==> config.mk <==
export PLATFORM = sky130hd
export DESIGN_NAME = operand_fetch
export DESIGN_NICKNAME = d
export VERILOG_FILES = /design/src/rtl/operand_fetch.sv
export SDC_FILE = /design/constraint.sdc
export NUM_CORES = 1
export LEC_CHECK = 0
export ABC_AREA = 1
export CORE_ASPECT_RATIO = 0.5
export CORE_UTILIZATION = 45
export CTS_CLUSTER_DIAMETER = 80
export DETAILED_ROUTE_END_ITERATION = 10
export GPL_ROUTABILITY_DRIVEN = 0
export PLACE_DENSITY = 0.81
export RECOVER_POWER = 50
export SKIP_CTS_REPAIR_TIMING = 1
export SYNTH_ARGS = -nofsm -noshare
export SYNTH_HDL_FRONTEND = slang
export SYNTH_SLANG_ARGS = --single-unit
==> constraint.sdc <==
create_clock -name clk -period 5.35 [get_ports clk]
set_input_delay 1.07 -clock clk [delete_from_list [all_inputs] [get_ports clk]]
set_output_delay 1.07 -clock clk [all_outputs]
set_load 0.05 [all_outputs]
==> src/rtl/operand_fetch.sv <==
// operand_fetch: issue stage that reads the regfile, tracks in-flight destinations and stalls on RAW/WAW.
// Optional build macro OF_FWD_EN bypasses the same-cycle writeback value onto the source operands.
module operand_fetch #(
    parameter int XLEN   = 32,
    parameter int REG_AW = 5,
    parameter int SC_W   = 16
) (
    input  logic              clk,
    input  logic              reset,
    input  logic              in_valid,
    output logic              in_ready,
    input  logic [XLEN-1:0]   in_pc,
    input  logic [REG_AW-1:0] in_rs1,
    input  logic [REG_AW-1:0] in_rs2,
    input  logic [REG_AW-1:0] in_rd,
    input  logic              in_rd_we,
    output logic [REG_AW-1:0] rf_rd_addr_1,
    input  logic [XLEN-1:0]   rf_rd_data_1,
    output logic [REG_AW-1:0] rf_rd_addr_2,
    input  logic [XLEN-1:0]   rf_rd_data_2,
    input  logic              wb_valid,
    input  logic [REG_AW-1:0] wb_rd,
    input  logic [XLEN-1:0]   wb_data,
    input  logic              flush,
    output logic              out_valid,
    input  logic              out_ready,
    output logic [XLEN-1:0]   out_pc,
    output logic [XLEN-1:0]   out_rs1_data,
    output logic [XLEN-1:0]   out_rs2_data,
    output logic [REG_AW-1:0] out_rd,
    output logic              out_rd_we,
    output logic [SC_W-1:0]   stall_cnt
);
    localparam int NREG = 2**REG_AW;

    logic [NREG-1:0] busy;
    logic [NREG-1:0] busy_nxt;
    logic            fwd_1;
    logic            fwd_2;
    logic            haz_1;
    logic            haz_2;
    logic            haz_rd;
    logic            hazard;
    logic            in_fire;
    logic [XLEN-1:0] opnd_1;
    logic [XLEN-1:0] opnd_2;

    function automatic logic [SC_W-1:0] sat_inc(input logic [SC_W-1:0] v);
        return (&v) ? v : v + SC_W'(1);
    endfunction

    assign rf_rd_addr_1 = in_rs1;
    assign rf_rd_addr_2 = in_rs2;

`ifdef OF_FWD_EN
    assign fwd_1 = wb_valid && (wb_rd == in_rs1) && (in_rs1 != '0);
    assign fwd_2 = wb_valid && (wb_rd == in_rs2) && (in_rs2 != '0);
`else
    assign fwd_1 = 1'b0;
    assign fwd_2 = 1'b0;
`endif

    // The destination check is never bypassed: only one producer per register may be in flight.
    assign haz_1   = (in_rs1 != '0) && busy[in_rs1] && !fwd_1;
    assign haz_2   = (in_rs2 != '0) && busy[in_rs2] && !fwd_2;
    assign haz_rd  = in_rd_we && (in_rd != '0) && busy[in_rd];
    assign hazard  = haz_1 || haz_2 || haz_rd;

    assign in_ready = reset && !flush && !hazard && (!out_valid || out_ready);
    assign in_fire  = in_valid && in_ready;

    assign opnd_1 = (in_rs1 == '0) ? '0 : (fwd_1 ? wb_data : rf_rd_data_1);
    assign opnd_2 = (in_rs2 == '0) ? '0 : (fwd_2 ? wb_data : rf_rd_data_2);

    // A flushed producer never writes back, so its bit is released here; a new set wins over any clear.
    always_comb begin
        busy_nxt = busy;
        if (wb_valid) busy_nxt[wb_rd] = 1'b0;
        if (flush && out_valid && out_rd_we) busy_nxt[out_rd] = 1'b0;
        if (in_fire && in_rd_we && (in_rd != '0)) busy_nxt[in_rd] = 1'b1;
        busy_nxt[0] = 1'b0;
    end

    // stage boundary: decode -> execute output register
    always_ff @(posedge clk) begin
        if (!reset) begin
            out_valid    <= 1'b0;
            out_pc       <= '0;
            out_rs1_data <= '0;
            out_rs2_data <= '0;
            out_rd       <= '0;
            out_rd_we    <= 1'b0;
            busy         <= '0;
            stall_cnt    <= '0;
        end else begin
            busy <= busy_nxt;
            if (in_valid && !flush && hazard) stall_cnt <= sat_inc(stall_cnt);
            if (flush) begin
                out_valid <= 1'b0;
            end else if (in_fire) begin
                out_valid    <= 1'b1;
                out_pc       <= in_pc;
                out_rs1_data <= opnd_1;
                out_rs2_data <= opnd_2;
                out_rd       <= in_rd;
                out_rd_we    <= in_rd_we;
            end else if (out_ready) begin
                out_valid <= 1'b0;
            end
        end
    end
endmodule

==> out/results.ini, run 1 <==
[status]
status = completed

[sta]
tightest_slew_ns = 1.28
finalCritPeriodShare = 0.846
fmax_mhz = 221
rsz0062_at_grt = false
slew_viol_final = 0
skew_ns = 0.0135
worst_slack_ns = 0.824
hold_violations = 0
setup_viol = 0
relSlewSlack = 0.145
min_period_ns = 4.53
hold_ws_ns = 0.481
fin_setup_tns_ns = 0

[setup_path]
r2r_start = busy[7]$_SDFF_PN0_
reg2reg_slack_ns = 2.24
worst-r2r-cell-count = 12
endpoint_kind = primary output
r2r-end = busy[17]$_SDFF_PN0_
start_kind = primary input
cp.required_ns = 4.28
crit_type = primary input to primary output
critical_path.max_fanout = 12
critPathArrivalTime_ns = 3.46

[routing]
route.vias.total = 8619
wl_per_cell_um = 14.7
wl_um = 24300
firstDrtPassIters = 9
drc = 0
drtAntennaViolNets = 0
drtIter0Drc = 859
viasPerCell = 5.20

[clock_network]
cts_buffers = 17
cts_tree = built
cts_root_buf = clkbuf_16
cts_htree_levels = 4
cts.sinks = 150
clockBufferDepth = 2
clk_latency_ns = 0.41
clk_pin_slew_worst_paths_ns = 0.07

[synth]
syn_avg_cell_area_um2 = 6.44
synth_xor_xnor_area_share = 0.0134
synth_fa_ha_area_frac = 0.00160
post_synth_num_cell_types = 28
syn_nets = 1370
synth_top_family_by_area = simple AND/OR/NAND/NOR gates
ys_seq_elements = 150
synth_area_leaders = dfxtp_1, nand2_1, nor2_1
synth_area_um2 = 7820
synthFlopType = dfxtp_1
muxShareOfSynthArea = 0
yosys.cell_count.top_type = nand2_1
synth_edf_count = 0
synth_compound_area_frac = 0.146
synth_commonest_cells = nand2_1, nor2_1, dfxtp_1
synthSimpleGateAreaFrac = 0.333
ys_async_sr_fraction = 0
synth_top_area_cell = dfxtp_1
ys_seq_area_frac = 0.384
yosysTopAreaCellShare = 0.384
syn-instance-count = 1214
synth_warnings = 0

[global_routing]
antenna_found_initial = 0
grt_max_degree = 107
grt_first_pass_wirelength_um = 38400
gr-total-overflow = 0
grt_pass1_vias = 7748
track_usage = 0.267

[floorplan]
pin_count = 285
die-area_um2 = 17900
core_area_um2 = 16700
fp-row-count = 33
die_w_um = 188
start_util = 0.469
die_h_um = 95.2

[min_path]
hp-start = out_pc[0]$_SDFFE_PN0P_
hp-class = register to register
whs_path_depth = 2
worst_hold_path.endpoint = out_pc[0]$_SDFFE_PN0P_

[placed_design]
dp_hpwl_um = 17100
numPortBuffers = 252
dp_slack_ns = 0.974

[pwr]
cellPowerDensity_nw_per_um2 = 271
total_power_mw = 2.94
leakagePower_nw = 4.69
ir_drop_mv = 0.199

[finish]
final_nets = 1574
n_antenna_cell = 0
drive_above_1_share = 0.0350
area_growth_pct = 39.0

[job]
maxCapViolations = 0

## cell type report
type / instances / area, um^2
timing repair buffer: 264 / 2610
sequential: 150 / 3000
clock inverter: 11 / 175
clock buffer: 19 / 443
fill: 1453 / 5820
inverter: 131 / 492
tap: 227 / 284
multi-input combinational: 854 / 3850
## placed cells by master (no fill, tap or decap), types with 22 or more instances in the layout
cell,Yosys,final
dlygate4sd3_1,0,124
dfxtp_1,150,150
nand3_1,62,62
nor2_1,197,198
inv_1,123,123
o21ai_0,48,48
a21oi_1,111,111
nand4_1,33,33
o221ai_1,31,31
clkdlybuf4s50_1,0,126
nand2_1,318,318
nor3_1,22,22
## registers in the layout, summed over array words and instances, names as in the netlist
name          count
busy             31
out_pc           32
out_rs1_data     32
out_rd_we         1
stall_cnt        16
out_rd            5
out_rs2_data     32
out_valid         1
## report_power, final
part | switching (mW) | internal (mW) | total, mW
logic | 0.316 | 0.180 | 0.496
registers | 0.0189 | 1.15 | 1.17
clock network | 0.481 | 0.793 | 1.27
## stage by stage
step                cells  area, um^2  utilization
finish               1656       10900        0.651
global placement     1626       10300        0.615
CTS                  1656       10900        0.652
detailed placement   1626       10300        0.615
global route         1656       10900        0.651
floorplan            1214        7820            -
## cell families after synthesis
family | after synthesis
AO/OA/AOI/OAI | 204
XOR/XNOR | 12
adder cells (fa/ha/maj) | 1
buffers and inverters | 210
flip-flops | 150
AND/OR/NAND/NOR | 637
## critical path, stage by stage
cell	delay, ns
clkdlybuf4s50_1	0.72
inv_2	0.32
nand2_1	0.29
o21ai_0	0.26
inv_1	0.08
nand2_1	0.09
nand3_1	0.09
nor2_1	0.34
buf_12	0.20
## metal layers
layer  track usage  vias to the layer above  share of wire
li1              -                     4300              -
met1         0.308                     3816           0.40
met2         0.474                      411           0.48
met3        0.0640                       92          0.086
met4         0.128                        0          0.038
met5             0                        -              0
## how the worst max path moves through the flow
stage / from / end / slack, ns
5_1_grt: in_rd[0] / in_ready / 0.59
3_3_place_gp: in_rs1[1] / out_rs2_data[26]$_SDFFE_PN0P_ / 1.05
4_1_cts: in_rd[1] / in_ready / 1.08
2_1_floorplan: in_rs1[0] / in_ready / 1.84
6_report: in_rd[1] / in_ready / 0.82
3_5_place_dp: in_rs1[1] / out_rs1_data[24]$_SDFFE_PN0P_ / 0.97
Note: power is estimated with default switching activity, not from simulation.
==> inputs of run 2 (changes only) <==
CORE_UTILIZATION = 41   (was 45)
PLACE_DENSITY = 0.78   (was 0.81)
clock period = 4 ns   (was 5.35 ns; I/O delays follow)
==> run 2 against run 1 <==
Effect of this change: via count is essentially flat; core utilization shrank 6.0 points; sequential cell count is the same; die area grew 9.6%; largest cell class unchanged; largest power group unchanged; register-to-register slack lost 0.80 ns.
==> out/results.ini, run 2 (synthesis results as in run 1) <==
[finish]
mostFrequentLayoutCell = nand2_1  ; unchanged
multiInputGateArea_um2 = 3860  ; was 3850 um^2
top_regs = out_pc: 32 flops, out_rs1_data: 32 flops, out_rs2_data: 32 flops  ; unchanged
n_antenna_cell = 0  ; unchanged
area_growth_pct = 40.2  ; was 39.0%
fillers = 1681  ; was 1453
final_nets = 1578  ; was 1574
seqCellArea_um2 = 3000  ; unchanged
drive_above_1_share = 0.0369  ; was 0.0350
layout_common_cells = nand2_1, nor2_1, dfxtp_1  ; unchanged

[floorplan]
start_util = 0.422  ; was 0.469
die_h_um = 99.6  ; was 95.2 um
die-area_um2 = 19700  ; was 17900 um^2
core_area_um2 = 18500  ; was 16700 um^2
fp-row-count = 35  ; was 33
pin_count = 285  ; unchanged
die_w_um = 197  ; was 188 um

[setup_path]
cp.depth = 11  ; was 9
critical_path.max_fanout = 9  ; was 12
worst-r2r-cell-count = 12  ; unchanged
critPathArrivalTime_ns = 2.95  ; was 3.46 ns
cp.required_ns = 3.20  ; was 4.28 ns
endpoint_kind = primary output  ; unchanged
slowest_delay_ns = 0.63  ; was 0.72 ns
cp_slowest_cell = dlygate4sd3_1  ; was clkdlybuf4s50_1
crit_type = primary input to primary output  ; unchanged
worst-path-buf-inv = 3  ; was 4
start_kind = primary input  ; unchanged
cp_cell_sequence = dlygate4sd3_1 -> clkinv_1 -> nand3_1 -> nand3_1 -> nand2_1 -> nand2_1 -> nand2_1 -> a21oi_1 -> nand3_1 -> nor2_4 -> buf_12  ; was clkdlybuf4s50_1 -> inv_2 -> nand2_1 -> o21ai_0 -> inv_1 -> nand2_1 -> nand3_1 -> nor2_1 -> buf_12
path_delay_family = buffers and inverters  ; unchanged

[sta]
hold_violations = 0  ; unchanged
fin_setup_tns_ns = 0  ; unchanged
finalCritPeriodShare = 0.936
slew_viol_final = 0  ; unchanged
setup_viol = 0  ; unchanged
hold_ws_ns = 0.473  ; was 0.481 ns
rsz0062_at_grt = false  ; unchanged
min_period_ns = 3.75
skew_ns = 0.0163  ; was 0.0135 ns
tightest_slew_ns = 1.03  ; was 1.28 ns
relSlewSlack = 0.312  ; was 0.145
fmax_mhz = 267

[status]
status = completed  ; unchanged

[min_path]
whs_path_depth = 2  ; unchanged
hp-class = register to register  ; unchanged

[clock_network]
cts.sinks = 150  ; unchanged
cts_root_buf = clkbuf_16  ; unchanged
clk_pin_slew_worst_paths_ns = 0.06  ; was 0.07 ns
cts_tree = built  ; unchanged
clockBufferDepth = 2  ; unchanged
cts_htree_levels = 4  ; unchanged
cts_buffers = 17  ; unchanged
clk_latency_ns = 0.41  ; about the same

[global_routing]
antenna_found_initial = 0  ; unchanged
grt_max_degree = 107  ; unchanged
grt_pass1_vias = 7940  ; was 7748
grt_first_pass_wirelength_um = 39900  ; was 38400 um
gr-total-overflow = 0  ; unchanged
track_usage = 0.254  ; was 0.267

[pwr]
cellPowerDensity_nw_per_um2 = 361  ; was 271 nW/um^2
leakagePower_nw = 4.72  ; was 4.69 nW
ir_drop_mv = 0.293  ; was 0.199 mV

[routing]
route.vias.total = 8618  ; was 8619
drc = 0  ; unchanged
drtIter0Drc = 755  ; was 859
viasPerCell = 5.09  ; was 5.20
drtAntennaViolNets = 0  ; unchanged
wl_um = 25100  ; was 24300 um
wl_per_cell_um = 14.8  ; was 14.7 um
firstDrtPassIters = 8  ; was 9

[job]
maxCapViolations = 0  ; unchanged

[placed_design]
dp_hpwl_um = 17500  ; was 17100 um
numPortBuffers = 252  ; unchanged

[run 2: cell types whose count changed in the layout (fill, tap and decap cells not counted), sizes merged]
cell	before	now
dlygate4sd3	124	127
clkinvlp	2	1
clkinv	5	4
inv	131	134
clkdlybuf4s50	126	123
clkbuf	20	22
buf	13	16
[run 2: worst paths after layout]
kind / slack [ns] / from / endpoint
worst min register to register: 0.47 / out_pc[21]$_SDFFE_PN0P_ / out_pc[21]$_SDFFE_PN0P_
worst max-delay path: 0.25 / in_rs1[1] / in_ready
worst min-delay path: 0.47 / out_pc[21]$_SDFFE_PN0P_ / out_pc[21]$_SDFFE_PN0P_
worst max register to register: 1.44 / busy[5]$_SDFF_PN0_ / busy[3]$_SDFF_PN0_
[run 2: power breakdown]
group / switching, mW / leakage [nW] / total, mW / internal [mW]
Combinational: 0.427 / 3.20 / 0.671 / 0.244
Sequential: 0.0251 / 1.22 / 1.56 / 1.54
Clock: 0.662 / 0.302 / 1.72 / 1.06
Total: 1.11 / 4.72 / 3.96 / 2.84
[run 2: metrics by stage]
stage / cells / worst slack (ns) / power, mW / utilization / instance area, um^2
CTS: 1694 / 0.388 / 4.00 / 0.592 / 11000
detailed placement: 1662 / 0.408 / 2.28 / 0.558 / 10300
global placement: 1662 / 0.422 / 2.27 / 0.558 / 10300
global route: 1694 / 0.121 / 4.12 / 0.592 / 11000
finish: 1694 / 0.255 / 3.96 / 0.592 / 11000
floorplan: 1214 / 1.03 / 2.01 / - / 7820
[run 2: final cells by class]
cell class              instances  area share
clock inverters                12      0.0175
multi-input cells             854       0.352
repair buffers                268       0.242
flip-flops and latches        150       0.274
inverters                     131      0.0449
clock buffers                  20      0.0398
well taps                     259      0.0296
[run 2: worst register-to-register path, delay by kind of cell (launching register included)]
family                 cells  cell delay [ns]
AND/OR/NAND/NOR            9             1.12
AO/OA/AOI/OAI              2             0.47
buffers and inverters      1             0.53
flip-flops                 1             0.38
[run 2: layer usage]
layer | part of all wire | vias to the layer above | global-route usage
met4 | 0.026 | 0 | 0.104
met5 | 0 | - | 0
li1 | - | 4313 | -
met3 | 0.096 | 66 | 0.0648
met1 | 0.40 | 3839 | 0.307
met2 | 0.48 | 400 | 0.431
==> inputs of run 3 (changes only) <==
CORE_MARGIN = 5   (was not set)
==> run 3 against run 2 <==
Effect of this change: clock power shrank 6%; non-clock buffer count is 6 higher; die area up 12%; worst setup slack improved by 0.034 ns; critical path type unchanged; largest power group unchanged.
==> out/results.ini, run 3 (synthesis results as in run 1) <==
[status]
status = completed  ; unchanged

[sta]
fin_setup_tns_ns = 0  ; unchanged
slew_viol_final = 0  ; unchanged
hold_violations = 0  ; unchanged
relSlewSlack = 0.285  ; was 0.312
rsz0062_at_grt = false  ; unchanged
finalCritPeriodShare = 0.928  ; was 0.936
setup_viol = 0  ; unchanged
skew_ns = 0.0142  ; was 0.0163 ns
hold_ws_ns = 0.476  ; was 0.473 ns
fmax_mhz = 269  ; was 267 MHz
min_period_ns = 3.71  ; was 3.75 ns
tightest_slew_ns = 1.07  ; was 1.03 ns

[min_path]
whs_path_depth = 2  ; unchanged
hp-start = out_pc[24]$_SDFFE_PN0P_  ; was out_pc[21]$_SDFFE_PN0P_
hp-class = register to register  ; unchanged
worst_hold_path.endpoint = out_pc[24]$_SDFFE_PN0P_  ; was out_pc[21]$_SDFFE_PN0P_

[pwr]
ir_drop_mv = 0.295  ; was 0.293 mV
cellPowerDensity_nw_per_um2 = 350  ; was 361 nW/um^2
leakagePower_nw = 4.73  ; was 4.72 nW

[routing]
drtIter0Drc = 692  ; was 755
wl_met1_um = 10300  ; was 10000 um
drc = 0  ; unchanged
firstDrtPassIters = 5  ; was 8
drtAntennaViolNets = 0  ; unchanged
wl_met3_um = 2420  ; was 2410 um
route.vias.total = 8749  ; was 8618
wl_per_cell_um = 15.5  ; was 14.8 um
wl_um = 26300  ; was 25100 um
dr_wl_met2_um = 12800  ; was 11900 um
viasPerCell = 5.15  ; was 5.09
top_layer_used = met4  ; unchanged

[setup_path]
cp.required_ns = 3.20  ; about the same
start_kind = primary input  ; unchanged
critical_path.max_fanout = 10  ; was 9
slowest_delay_ns = 0.78  ; was 0.63 ns
cp_slowest_cell = dlygate4sd3_1  ; unchanged
path_delay_family = buffers and inverters  ; unchanged
endpoint_kind = primary output  ; unchanged
crit_type = primary input to primary output  ; unchanged
critPathArrivalTime_ns = 2.91  ; was 2.95 ns
crit_top_cell = nand3_1
r2r_start = busy[29]$_SDFF_PN0_  ; was busy[5]$_SDFF_PN0_
reg2reg_slack_ns = 1.46  ; was 1.44 ns
worst-path-buf-inv = 3  ; unchanged
worst-r2r-cell-count = 12  ; unchanged
cp_cell_sequence = dlygate4sd3_1 -> inv_2 -> nand3_1 -> nand3_1 -> nand3_1 -> nand3_1 -> nand2_1 -> nand3_1 -> nor2_4 -> buf_12  ; was dlygate4sd3_1 -> clkinv_1 -> nand3_1 -> nand3_1 -> nand2_1 -> nand2_1 -> nand2_1 -> a21oi_1 -> nand3_1 -> nor2_4 -> buf_12
r2r-end = busy[25]$_SDFF_PN0_  ; was busy[3]$_SDFF_PN0_

[finish]
area_growth_pct = 40.7  ; was 40.2%
final_cell_area_um2 = 11000  ; about the same
top_regs = out_pc: 32 flops, out_rs1_data: 32 flops, out_rs2_data: 32 flops  ; unchanged
fin_util = 0.593  ; was 0.592
seqCellArea_um2 = 3000  ; unchanged
drive_above_1_share = 0.0409  ; was 0.0369
n_antenna_cell = 0  ; unchanged
multiInputGateArea_um2 = 3860  ; unchanged
final_nets = 1584  ; was 1578
mostFrequentLayoutCell = nand2_1  ; unchanged
fillers = 1751  ; was 1681
layout_common_cells = nand2_1, nor2_1, dfxtp_1  ; unchanged

[global_routing]
grt_pass1_vias = 8234  ; was 7940
antenna_found_initial = 0  ; unchanged
track_usage = 0.231  ; was 0.254
grt_max_degree = 107  ; unchanged
gr-total-overflow = 0  ; unchanged
grt_first_pass_wirelength_um = 41600  ; was 39900 um

[floorplan]
fp-row-count = 35  ; unchanged
die_w_um = 205  ; was 197 um
core_area_um2 = 18600  ; was 18500 um^2
die-area_um2 = 22100  ; was 19700 um^2
pin_count = 285  ; unchanged
die_h_um = 108  ; was 99.6 um
start_util = 0.421  ; was 0.422

[clock_network]
clockBufferDepth = 2  ; unchanged
cts_buffers = 17  ; unchanged
cts_tree = built  ; unchanged
cts_htree_levels = 4  ; unchanged
cts_root_buf = clkbuf_16  ; unchanged
clk_latency_ns = 0.41  ; about the same
cts.sinks = 150  ; unchanged
clk_pin_slew_worst_paths_ns = 0.06  ; about the same

[placed_design]
numPortBuffers = 252  ; unchanged
dp_hpwl_um = 19000  ; was 17500 um
dpl_cell_area_um2 = 10400  ; was 10300 um^2

[job]
maxCapViolations = 0  ; unchanged

==> run 3: cell type report <==
| class | instances | share of cell area |
|---|---|---|
| Multi-Input combinational cell | 854 | 0.351 |
| Clock buffer | 20 | 0.0406 |
| Tap cell | 259 | 0.0295 |
| Inverter | 131 | 0.0447 |
| Timing Repair Buffer | 274 | 0.249 |
| Clock inverter | 12 | 0.0130 |
| Sequential cell | 150 | 0.273 |
==> run 3: through the flow <==
stage,power (mW),setup slack (ns),std cells
4_1_cts,3.90,0.436,1700
6_report,3.85,0.289,1700
3_5_place_dp,2.29,0.449,1668
5_1_grt,4.00,0.140,1700
3_3_place_gp,2.28,0.457,1668
2_1_floorplan,2.01,1.03,1214
==> run 3: power breakdown <==
group	total, mW	switching, mW	internal, mW
Clock	1.61	0.660	0.947
Sequential	1.57	0.0258	1.54
Combinational	0.681	0.432	0.250
==> run 3: tightest hold or removal path: stages, from the launching register on <==
cell and delay (ns):
dfxtp_1 0.32, nor2_1 0.04, nor2_1 0.08
==> run 3: metal layers <==
metal / track usage / vias up
met5: 0 / -
met4: 0.0993 / 0
met3: 0.0536 / 72
met2: 0.403 / 420
met1: 0.274 / 3934
li1: - / 4323
==> run 3: worst max path at each step <==
stage / startpoint / to / depth (start not counted)
2_1_floorplan: in_rs1[0] / in_ready / 12
3_3_place_gp: in_rd[0] / in_ready / 10
3_5_place_dp: in_rs1[0] / in_ready / 12
4_1_cts: in_rd[0] / in_ready / 10
5_1_grt: in_rs2[1] / in_ready / 10
6_report: in_rs2[1] / in_ready / 10
